===== config.mk =====
export PLATFORM = sky130hd
export DESIGN_NAME = cpu_req_sequencer
export DESIGN_NICKNAME = d
export VERILOG_FILES = /design/src/rtl/cpu_req_sequencer.sv
export SDC_FILE = /design/constraint.sdc
export NUM_CORES = 1
export LEC_CHECK = 0
export CORE_UTILIZATION = 64
export DETAILED_ROUTE_END_ITERATION = 8
export PLACE_DENSITY = 0.84
export SYNTH_ARGS = -nofsm -noshare
export SYNTH_HDL_FRONTEND = slang
export SYNTH_SLANG_ARGS = --single-unit
export TNS_END_PERCENT = 30

===== constraint.sdc =====
create_clock -name clock -period 10.6 [get_ports clock]
set_clock_uncertainty 0.05 [all_clocks]
set_input_delay 1.06 -clock clock [delete_from_list [all_inputs] [get_ports clock]]
set_output_delay 1.06 -clock clock [all_outputs]
set_load 0.1 [all_outputs]

===== src/rtl/cpu_req_sequencer.sv =====
// Scripted CPU request generator: replays a programmed list of READ/WRITE/READ_CHK/NOP
// entries against a cache handshake, counting read-check mismatches and aborting on stalls.
module cpu_req_sequencer #(
    parameter int unsigned ADDR_W  = 10,
    parameter int unsigned DATA_W  = 32,
    parameter int unsigned DEPTH   = 16,
    parameter int unsigned TIMEOUT = 64,
    parameter int unsigned ERR_W   = 8
) (
    input  logic                       clock,
    input  logic                       reset,
    input  logic                       prog_en,
    input  logic [$clog2(DEPTH)-1:0]   prog_idx,
    input  logic [1:0]                 prog_op,
    input  logic [ADDR_W-1:0]          prog_addr,
    input  logic [DATA_W-1:0]          prog_data,
    input  logic                       start,
    input  logic [$clog2(DEPTH):0]     run_len,
    input  logic                       hit,
    input  logic [DATA_W-1:0]          rData,
    output logic [ADDR_W-1:0]          Address,
    output logic [DATA_W-1:0]          Write_Data,
    output logic                       read,
    output logic                       write,
    output logic                       busy,
    output logic                       done,
    output logic [$clog2(DEPTH)-1:0]   cur_idx,
    output logic [ERR_W-1:0]           err_count,
    output logic                       mismatch,
    output logic                       timeout
);

    localparam int unsigned IDX_W   = $clog2(DEPTH);
    localparam int unsigned LEN_W   = IDX_W + 1;
    localparam int unsigned STALL_W = $clog2(TIMEOUT + 2);
    localparam bit          TO_EN   = (TIMEOUT > 0);
    localparam logic [STALL_W-1:0] STALL_LIM = STALL_W'((TIMEOUT > 0) ? TIMEOUT - 1 : 0);
    localparam logic [LEN_W-1:0]   LEN_MAX   = LEN_W'(DEPTH);

    localparam logic [1:0] OP_NOP   = 2'd0;
    localparam logic [1:0] OP_READ  = 2'd1;
    localparam logic [1:0] OP_WRITE = 2'd2;
    localparam logic [1:0] OP_RCHK  = 2'd3;

    typedef enum logic [1:0] {
        ST_IDLE = 2'd0,
        ST_RUN  = 2'd1,
        ST_DONE = 2'd2
    } state_t;

    state_t             state_q, state_d;
    logic [IDX_W-1:0]   idx_q, idx_d;
    logic [LEN_W-1:0]   len_q, len_d;
    logic [ERR_W-1:0]   err_q, err_d;
    logic               mis_q, mis_d;
    logic               to_q, to_d;
    logic [STALL_W-1:0] stall_q, stall_d;

    // Script storage; deliberately outside the reset domain so scripts survive reset.
    logic [1:0]        mem_op   [DEPTH];
    logic [ADDR_W-1:0] mem_addr [DEPTH];
    logic [DATA_W-1:0] mem_data [DEPTH];

    logic [1:0]        ent_op;
    logic [ADDR_W-1:0] ent_addr;
    logic [DATA_W-1:0] ent_data;
    logic              in_run;
    logic              last_ent;
    logic [LEN_W-1:0]  len_clamped;

    assign ent_op      = mem_op[idx_q];
    assign ent_addr    = mem_addr[idx_q];
    assign ent_data    = mem_data[idx_q];
    assign in_run      = (state_q == ST_RUN);
    assign last_ent    = ({1'b0, idx_q} == (len_q - LEN_W'(1)));
    assign len_clamped = (run_len > LEN_MAX) ? LEN_MAX : run_len;

    always_ff @(posedge clock) begin
        if (prog_en && (state_q != ST_RUN)) begin
            mem_op[prog_idx]   <= prog_op;
            mem_addr[prog_idx] <= prog_addr;
            mem_data[prog_idx] <= prog_data;
        end
    end

    // State and run-status registers.
    always_ff @(posedge clock) begin
        if (reset) begin
            state_q <= ST_IDLE;
            idx_q   <= '0;
            len_q   <= '0;
            err_q   <= '0;
            mis_q   <= 1'b0;
            to_q    <= 1'b0;
            stall_q <= '0;
        end else begin
            state_q <= state_d;
            idx_q   <= idx_d;
            len_q   <= len_d;
            err_q   <= err_d;
            mis_q   <= mis_d;
            to_q    <= to_d;
            stall_q <= stall_d;
        end
    end

    always_comb begin
        state_d = state_q;
        idx_d   = idx_q;
        len_d   = len_q;
        err_d   = err_q;
        mis_d   = mis_q;
        to_d    = to_q;
        stall_d = stall_q;
        case (state_q)
            ST_IDLE, ST_DONE: begin
                if (start) begin
                    len_d   = len_clamped;
                    idx_d   = '0;
                    err_d   = '0;
                    mis_d   = 1'b0;
                    to_d    = 1'b0;
                    stall_d = '0;
                    state_d = (len_clamped == '0) ? ST_DONE : ST_RUN;
                end
            end
            ST_RUN: begin
                if ((ent_op == OP_NOP) || hit) begin
                    stall_d = '0;
                    if ((ent_op == OP_RCHK) && (rData != ent_data)) begin
                        mis_d = 1'b1;
                        if (err_q != '1) begin
                            err_d = err_q + ERR_W'(1);
                        end
                    end
                    if (last_ent) begin
                        state_d = ST_DONE;
                    end else begin
                        idx_d = idx_q + IDX_W'(1);
                    end
                end else if (TO_EN && (stall_q == STALL_LIM)) begin
                    // Abort in place so cur_idx points at the entry that stalled.
                    to_d    = 1'b1;
                    state_d = ST_DONE;
                end else begin
                    stall_d = stall_q + STALL_W'(1);
                end
            end
            default: state_d = ST_IDLE;
        endcase
    end

    assign read       = in_run && ((ent_op == OP_READ) || (ent_op == OP_RCHK));
    assign write      = in_run && (ent_op == OP_WRITE);
    assign Address    = in_run ? ent_addr : '0;
    assign Write_Data = in_run ? ent_data : '0;
    assign busy       = in_run;
    assign done       = (state_q == ST_DONE);
    assign cur_idx    = idx_q;
    assign err_count  = err_q;
    assign mismatch   = mis_q;
    assign timeout    = to_q;

endmodule


==> results of run 1 <==
registers in the layout, indices dropped and copies added (netlist names), named ones only:
name / flops
err_count: 8
mismatch: 1
timeout: 1
mem_op: 32
cur_idx: 4
mem_data: 512
state_q: 2
mem_addr: 160
stall_q: 7
len_q: 5
area by class of cell:
class | count | area share (%)
Sequential cell | 736 | 64.3
Clock buffer | 90 | 5.77
Antenna cell | 3 | 0.0222
Timing Repair Buffer | 174 | 4.99
Inverter | 14 | 0.155
Multi-Input combinational cell | 646 | 21.7
Tap cell | 600 | 2.22
Clock inverter | 35 | 0.816
path summary, 6_finish.rpt:
check            from  cells after the start              to  slack (ps)
max reg2reg      flop                     10    err_count[1]        5530
max              flop                      7  Write_Data[15]        4420
min          mismatch                      2        mismatch         420
min reg2reg  mismatch                      2        mismatch         420
placed cells by master (no fill, tap or decap), drive strengths merged, types with 5 or more instances in the layout:
cell / synthesis / final
a211oi: 9 / 9
a21oi: 30 / 30
a22oi: 8 / 8
a31oi: 7 / 7
and2: 25 / 25
and3: 10 / 10
buf: 53 / 24
clkbuf: 19 / 91
clkdlybuf4s50: 0 / 149
clkinv: 0 / 27
dfxtp: 32 / 32
edfxtp: 704 / 704
inv: 14 / 15
mux2: 7 / 7
mux2i: 69 / 69
mux4: 181 / 181
nand2: 60 / 60
nand2b: 6 / 6
nand3: 12 / 12
nand3b: 5 / 5
nand4: 6 / 6
nor2: 51 / 51
nor2b: 8 / 8
nor3: 15 / 15
nor4: 7 / 7
o21ai: 14 / 14
xnor2: 48 / 48
xor2: 21 / 21
kinds of logic after synthesis:
logic type	after synthesis	share of synthesized area, %
flip-flops	736	74.0
multiplexers	257	16.5
AND/OR/NAND/NOR	215	3.55
AO/OA/AOI/OAI	101	2.31
buffers and inverters	86	1.47
XOR/XNOR	69	2.05
adder cells (fa/ha/maj)	4	0.170
critical path, delay by kind of cell, from the launching register on:
family                 cells  cell delay (ps)
AOI/OAI and AO/OA          1              560
DFF                        1              830
muxes                      1              360
buffers and inverters      4             2570
and+or+nand+nor            1               50
routing by layer:
| metal | vias to the layer above | global-route usage, % | share of wire, % |
|---|---|---|---|
| met5 | - | 0 | 0.079 |
| met4 | 8 | 14.6 | 3.9 |
| met3 | 200 | 6.16 | 10 |
| li1 | 6348 | - | - |
| met1 | 8127 | 41.8 | 35 |
| met2 | 1148 | 51.8 | 50 |
power by group through the flow:
stage | logic [mW] | clock network [mW] | registers, mW
6_report | 0.391 | 2.45 | 3.24
3_5_place_dp | 0.380 | 0 | 3.30
5_1_grt | 0.403 | 2.57 | 3.24
3_3_place_gp | 0.371 | 0 | 3.30
2_1_floorplan | 0.226 | 0 | 3.29
4_1_cts | 0.387 | 2.46 | 3.24
metrics by stage:
| stage | cell area, sq um | hold slack, ps | worst slack [ps] | power, mW |
|---|---|---|---|---|
| after floorplan | 29500 | 387 | 5290 | 3.52 |
| after global placement | 31600 | 398 | 5000 | 3.67 |
| after detailed placement | 31600 | 410 | 5060 | 3.68 |
| after CTS | 33900 | 419 | 4370 | 6.09 |
| after global routing | 33900 | 440 | 4290 | 6.21 |
| final | 33900 | 416 | 4420 | 6.08 |
==> results.cfg, run 1 <==
[outcome]
status = complete, no violations

[pwr]
pwr-share-clk_pct = 40.3
p_leak_nw = 10.6
p_comb_share_pct = 6.4
pwr-share-seq_pct = 53.3
swShare_pct = 21.9
p_sw_mw = 1.33
power_density_nw_per_um2 = 180
p_int_mw = 4.75
ir_drop_mv = 0.164

[drt]
ant_nets = 0
routed_via_density = 6.89
vias = 15831
drt_iter0_drc = 2226
drc = 0
finalWirelength_um = 72500
first_pass_iters = 5
wire_per_inst_um = 31.6

[grt]
grt_max_degree = 127
overflow = 0
grt_pass1_wl_um = 106000
track_usage_pct = 31.7
antenna_found_initial = 6
first_global_vias = 16366

[clocking]
cts_sinks = 736
cts_setup_buffers = 0
root_buffer = clkbuf_16
cts_tree = yes
clk_latency_ps = 610
clk_pin_slew_worst_paths_ps = 60
post_cts_resized = 0
cts_buffers = 71
clockBufferDepth = 3
hold_buffers = 0
h-tree-depth = 3

[sta]
slew-limit-headroom_pct = 26.3
setup_violations = 0
tns_ps = 0
clock.fmax_mhz = 162
hold_violations = 0
finalCriticalPeriod_ps = 6180
final_max_slew_viol_count = 0
fin_crit_sh_pct = 58.3
worst_pin_slew_ps = 1100
rsz0062_at_grt = false

[synth]
netlist_instances = 1468
yosysTopAreaCellShare_pct = 71.8
synth.distinct_cells = 58
synthTopCellsByCount = 704 x edfxtp_1, 181 x mux4_2, 68 x mux2i_1, 60 x nand2_1, 51 x nor2_1
ys_seq_area_share_pct = 74.0
synth_edf_count = 704
synthTopCellsByArea = edfxtp_1 72%, mux4_2 14%, mux2i_1 2.3%
yosys_warnings = 0
ys_ff_latch = 736
syn_area_sq_um = 29500
postSynthAreaPerCell_sq_um = 20.1
synth_ff_type = edfxtp_1
synth_top_area_cell = edfxtp_1
mappedNetlistNets = 1562
yosysMostFrequentCell = edfxtp_1
synthArstFlopShare_pct = 0

[layout]
seq_area_sq_um = 21800
area_growth_pct = 15.0
drive_above_1_share_pct = 19.8
fin_cells = 2298
post-route-util_pct = 74.6
fin_nets = 1737
n_fill_cell = 2342
multi_input_area_sq_um = 7350

[critical_path]
cp_slowest_cell = clkdlybuf4s50_1
crit_chain = buf_4, inv_2, buf_4, mux2_2, nor2_1, a211oi_1, clkdlybuf4s50_1
startpoint_type = flop
cp_max_fo = 50
max_stage_delay_ps = 1250
endpoint_kind = output port
crit_type = reg -> out
arrival_ps = 5070
cp.required_ps = 9490
cp_common_cell = buf_4

[floorplan]
io_pins = 150
die_h_um = 217
die_w_um = 217
die-area_sq_um = 46900
initial_core_util_pct = 64.9
core_sq_um = 45400
fp-row-count = 78

[place]
dp_hpwl_um = 36200
place_inst = 2169
finalWeightedCongestion = 0.805
io_buffers = 149

[job]
maxCapViolations = 0

[worst_hold_path]
hp-class = reg -> reg
Power figures use the tool's default switching activity.
==> inputs of run 2 (changes only) <==
CORE_UTILIZATION = 60   (was 64)
PLACE_DENSITY = 0.8   (was 0.84)
clock period = 5.79 ns   (was 10.6 ns; I/O delays follow)
==> results.cfg, run 2 (synthesized netlist as in run 1, its figures left out) <==
[pwr]
p_sw_mw = 2.45
swShare_pct = 22.0
p_int_mw = 8.67
power_density_nw_per_um2 = 326
ir_drop_mv = 0.241
pwr-share-clk_pct = 40.2
p_leak_nw = 10.7
p_comb_share_pct = 6.5
pwr-share-seq_pct = 53.3

[clocking]
clk_pin_slew_worst_paths_ps = 60
clockBufferDepth = 3
cts_setup_buffers = 0
cts_sinks = 736
post_cts_resized = 0
cts_buffers = 74
cts_tree = yes
hold_buffers = 0
clk_latency_ps = 610
h-tree-depth = 3
root_buffer = clkbuf_16

[grt]
antenna_found_initial = 3
first_global_vias = 15867
grt_max_degree = 50
overflow = 0
track_usage_pct = 29.3
grt_pass1_wl_um = 104000

[critical_path]
startpoint_type = flop
endpoint_kind = output port
cp_slowest_cell = clkdlybuf4s50_1
crit_chain = buf_4, mux4_2, mux4_2, nor3_1, clkdlybuf4s50_1
arrival_ps = 4410
max_stage_delay_ps = 1190
reg2reg_depth = 10
crit_type = reg -> out
r2r-end = err_count[1]
crit_family = buffers and inverters
cp_common_cell = mux4_2
cp_num_buf_inv = 2
cp_max_fo = 37
r2r_slack_ps = 1320
cp.required_ps = 5160

[sta]
worst_pin_slew_ps = 1250
hold_slack_ps = 407
final_max_slew_viol_count = 0
slew-limit-headroom_pct = 15.6
fin_crit_sh_pct = 87.0
setup_violations = 0
rsz0062_at_grt = false
hold_violations = 0
tns_ps = 0
clock.fmax_mhz = 199
finalCriticalPeriod_ps = 5040

[layout]
area_growth_pct = 15.7
n_fill_cell = 2753
multi_input_area_sq_um = 7350
final_cell_mix = 704 x edfxtp_1, 181 x mux4_2, 148 x clkdlybuf4s50_1, 78 x clkbuf_16, 68 x mux2i_1
final_common_cell = edfxtp_1
stdcell_area_sq_um = 34100
fin_nets = 1759
seq_area_sq_um = 21800
diodes = 0
reg_top3 = mem_data (512), mem_addr (160), mem_op (32)
regMostFlops = mem_data
largest_reg_flops = 512
drive_above_1_share_pct = 20.9

[drt]
drc = 0
first_pass_iters = 7
ant_nets = 0
vias = 15562
wire_per_inst_um = 30.5
drt_iter0_drc = 1941
routed_via_density = 6.67
finalWirelength_um = 71200

[floorplan]
fp-row-count = 80
die_h_um = 224
die-area_sq_um = 50000
io_pins = 150
initial_core_util_pct = 61.3
die_w_um = 224
core_sq_um = 48000

[outcome]
status = complete, no violations

[place]
finalWeightedCongestion = 0.857
placed_area_sq_um = 31800
dp_hpwl_um = 40100
io_buffers = 149

[job]
maxCapViolations = 0

[worst_hold_path]
whs_path_depth = 2
hp-class = reg -> reg
holdPathEnd = mismatch
hold_start = mismatch
-- run 2: per-stage QoR --
step	total power [mW]	std cells	setup WS, ps	utilization, %
after floorplan	6.45	1468	961	-
after global placement	6.73	2204	1340	66.2
after detailed placement	6.75	2204	1270	66.2
after CTS	11.2	2334	697	70.9
after global routing	11.4	2334	564	70.9
final	11.1	2334	754	70.9
-- run 2: power by group through the flow --
stage / logic (mW) / clock network, mW / registers, mW
final: 0.720 / 4.47 / 5.93
after global routing: 0.749 / 4.72 / 5.93
after CTS: 0.718 / 4.53 / 5.93
after detailed placement: 0.713 / 0 / 6.04
after global placement: 0.700 / 0 / 6.03
after floorplan: 0.414 / 0 / 6.03
-- run 2: worst max-delay path by stage --
| stage | from | end | slack, ps | cells past startpoint |
|---|---|---|---|---|
| after floorplan | flop | Write_Data[0] | 960 | 8 |
| after global placement | flop | write | 1340 | 5 |
| after detailed placement | flop | err_count[0] | 1270 | 10 |
| after CTS | flop | write | 700 | 5 |
| after global routing | flop | write | 560 | 5 |
| final | flop | write | 750 | 5 |
-- run 2: worst min-delay path, cell delays in order, from the launching register on --
cell     delay (ps)
dfxtp_1         310
nand2_1          50
a21oi_1          50
-- run 2: metal layers --
metal / routed length, um / global-route usage (%) / part of all wire [%]
met5: 46 / 0 / 0.065
met1: 27100 / 41.2 / 38
met3: 6840 / 5.55 / 9.6
met2: 35100 / 46.6 / 49
met4: 2130 / 10.9 / 3.0
-- run 2: final cells by class --
type	instances	share of cell area (%)
clock inverter	36	0.665
timing repair buffer	193	5.45
multi-input combinational	646	21.6
clock buffer	94	5.91
tap	615	2.26
sequential	736	64.0
inverter	14	0.154
==> inputs of run 3 (changes only) <==
CORE_UTILIZATION = 27   (was 60)
CTS_CLUSTER_SIZE = 30   (was not set)
PLACE_DENSITY = not set   (was 0.8)
==> results.cfg, run 3 (synthesized netlist as in run 1, its figures left out) <==
[outcome]
status = complete, no violations

[layout]
reg_top3 = mem_data (512), mem_addr (160), mem_op (32)
fin_nets = 1750
final_cell_mix = 704 x edfxtp_1, 181 x mux4_2, 133 x clkdlybuf4s50_1, 78 x clkbuf_16, 68 x mux2i_1
largest_reg_flops = 512
drive_above_1_share_pct = 22.2
final_common_cell = edfxtp_1
regMostFlops = mem_data
fin_cells = 3122
area_growth_pct = 19.9
n_fill_cell = 10023

[drt]
finalWirelength_um = 77900
first_pass_iters = 5
ant_nets = 0
vias = 15258
drc = 0
wire_per_inst_um = 24.9
routed_via_density = 4.89
met1Wirelength_um = 34500
wl_met3_um = 5400
drt_iter0_drc = 1617
wl_met2_um = 36300
highest_layer = met5

[pwr]
pwr-share-seq_pct = 50.9
p_int_mw = 9.06
swShare_pct = 22.2
power_mw = 11.6
p_sw_mw = 2.59
p_leak_nw = 10.8
pwr-share-clk_pct = 42.9
power_density_nw_per_um2 = 330
p_comb_share_pct = 6.2
ir_drop_mv = 0.224

[grt]
grt_pass1_wl_um = 112000
overflow = 0
antenna_found_initial = 13
track_usage_pct = 13.9
first_global_vias = 15400
grt_max_degree = 88

[critical_path]
crit_chain = buf_12, mux4_2, mux2i_1, xnor2_1, a32oi_1, nand4_1, nor4_1, buf_4, nand3_1, buf_4, and2_1, o41ai_1
r2r_slack_ps = 560
r2r-end = err_count[0]
crit_type = reg -> reg
cp.required_ps = 6220
startpoint_type = flop
cp_common_cell = buf_4
endpoint_kind = flop
cp_max_fo = 60
cp_slowest_cell = dfxtp_4
max_stage_delay_ps = 900
arrival_ps = 5660
reg2reg_depth = 12

[clocking]
post_cts_resized = 0
cts_buffers = 75
hold_buffers = 0
cts_sinks = 736
h-tree-depth = 3
cts_tree = yes
clockBufferDepth = 3
clk_pin_slew_worst_paths_ps = 60
clk_latency_ps = 630
cts_setup_buffers = 0
root_buffer = clkbuf_16

[place]
pre_cts_ws_ps = 611
io_buffers = 149
dp_hpwl_um = 45400
finalWeightedCongestion = 0.792
place_inst = 2982

[job]
maxCapViolations = 0

[sta]
worst_pin_slew_ps = 1210
hold_violations = 0
clock.fmax_mhz = 191
hold_slack_ps = 408
final_max_slew_viol_count = 0
rsz0062_at_grt = false
fin_crit_sh_pct = 90.3
setup_violations = 0
finalCriticalPeriod_ps = 5230
slew-limit-headroom_pct = 18.3
fin_ws_ps = 559
tns_ps = 0

[floorplan]
die-area_sq_um = 110000
die_h_um = 332
io_pins = 150
initial_core_util_pct = 27.4
fp-row-count = 120
die_w_um = 332
core_sq_um = 108000

[worst_hold_path]
hp-class = reg -> reg
hold_start = mismatch
holdPathEnd = mismatch
whs_path_depth = 2
## run 3: final cells by class
cell class | count | area [sq um] | share of cell area, %
Sequential cell | 736 | 21800 | 61.7
Clock inverter | 51 | 564 | 1.60
Timing Repair Buffer | 183 | 1790 | 5.08
Antenna cell | 1 | 2.50 | 0.00709
Clock buffer | 88 | 1990 | 5.64
Multi-Input combinational cell | 646 | 7350 | 20.8
Inverter | 14 | 52.6 | 0.149
Tap cell | 1403 | 1760 | 4.97
## run 3: per-stage QoR
stage / cell area, sq um / utilization [%]
after detailed placement: 32700 / 30.4
final: 35300 / 32.8
after global routing: 35300 / 32.8
after floorplan: 29500 / -
after CTS: 35300 / 32.8
after global placement: 32700 / 30.4
## run 3: worst max-delay path, delay by kind of cell, from the launching register on
kind	cells	cell delay (ps)
DFF	1	900
AOI/OAI and AO/OA	2	830
muxes	2	700
buffers and inverters	3	920
xor gates and xnor gates	1	120
and+or+nand+nor	4	1530
## run 3: power groups by stage
stage / Combinational [mW] / Sequential [mW] / Clock [mW]
floorplan: 0.414 / 6.03 / 0
global placement: 0.718 / 6.03 / 0
detailed placement: 0.729 / 6.04 / 0
CTS: 0.731 / 5.92 / 5.10
global route: 0.764 / 5.93 / 5.27
finish: 0.726 / 5.92 / 5.00
## run 3: worst max path at each step
stage / depth (start not counted) / startpoint / to / slack [ps]
6_report: 12 / flop / err_count[0] / 560
3_3_place_gp: 12 / flop / err_count[7] / 740
5_1_grt: 12 / flop / err_count[0] / 400
3_5_place_dp: 12 / flop / err_count[0] / 610
2_1_floorplan: 8 / flop / Write_Data[0] / 960
4_1_cts: 12 / flop / err_count[0] / 600
## run 3: routing by layer
| layer | track usage (%) | vias to the layer above |
|---|---|---|
| met1 | 19.6 | 8159 |
| met3 | 2.49 | 108 |
| met5 | 0 | - |
| li1 | - | 6388 |
| met2 | 22.0 | 587 |
| met4 | 3.87 | 16 |
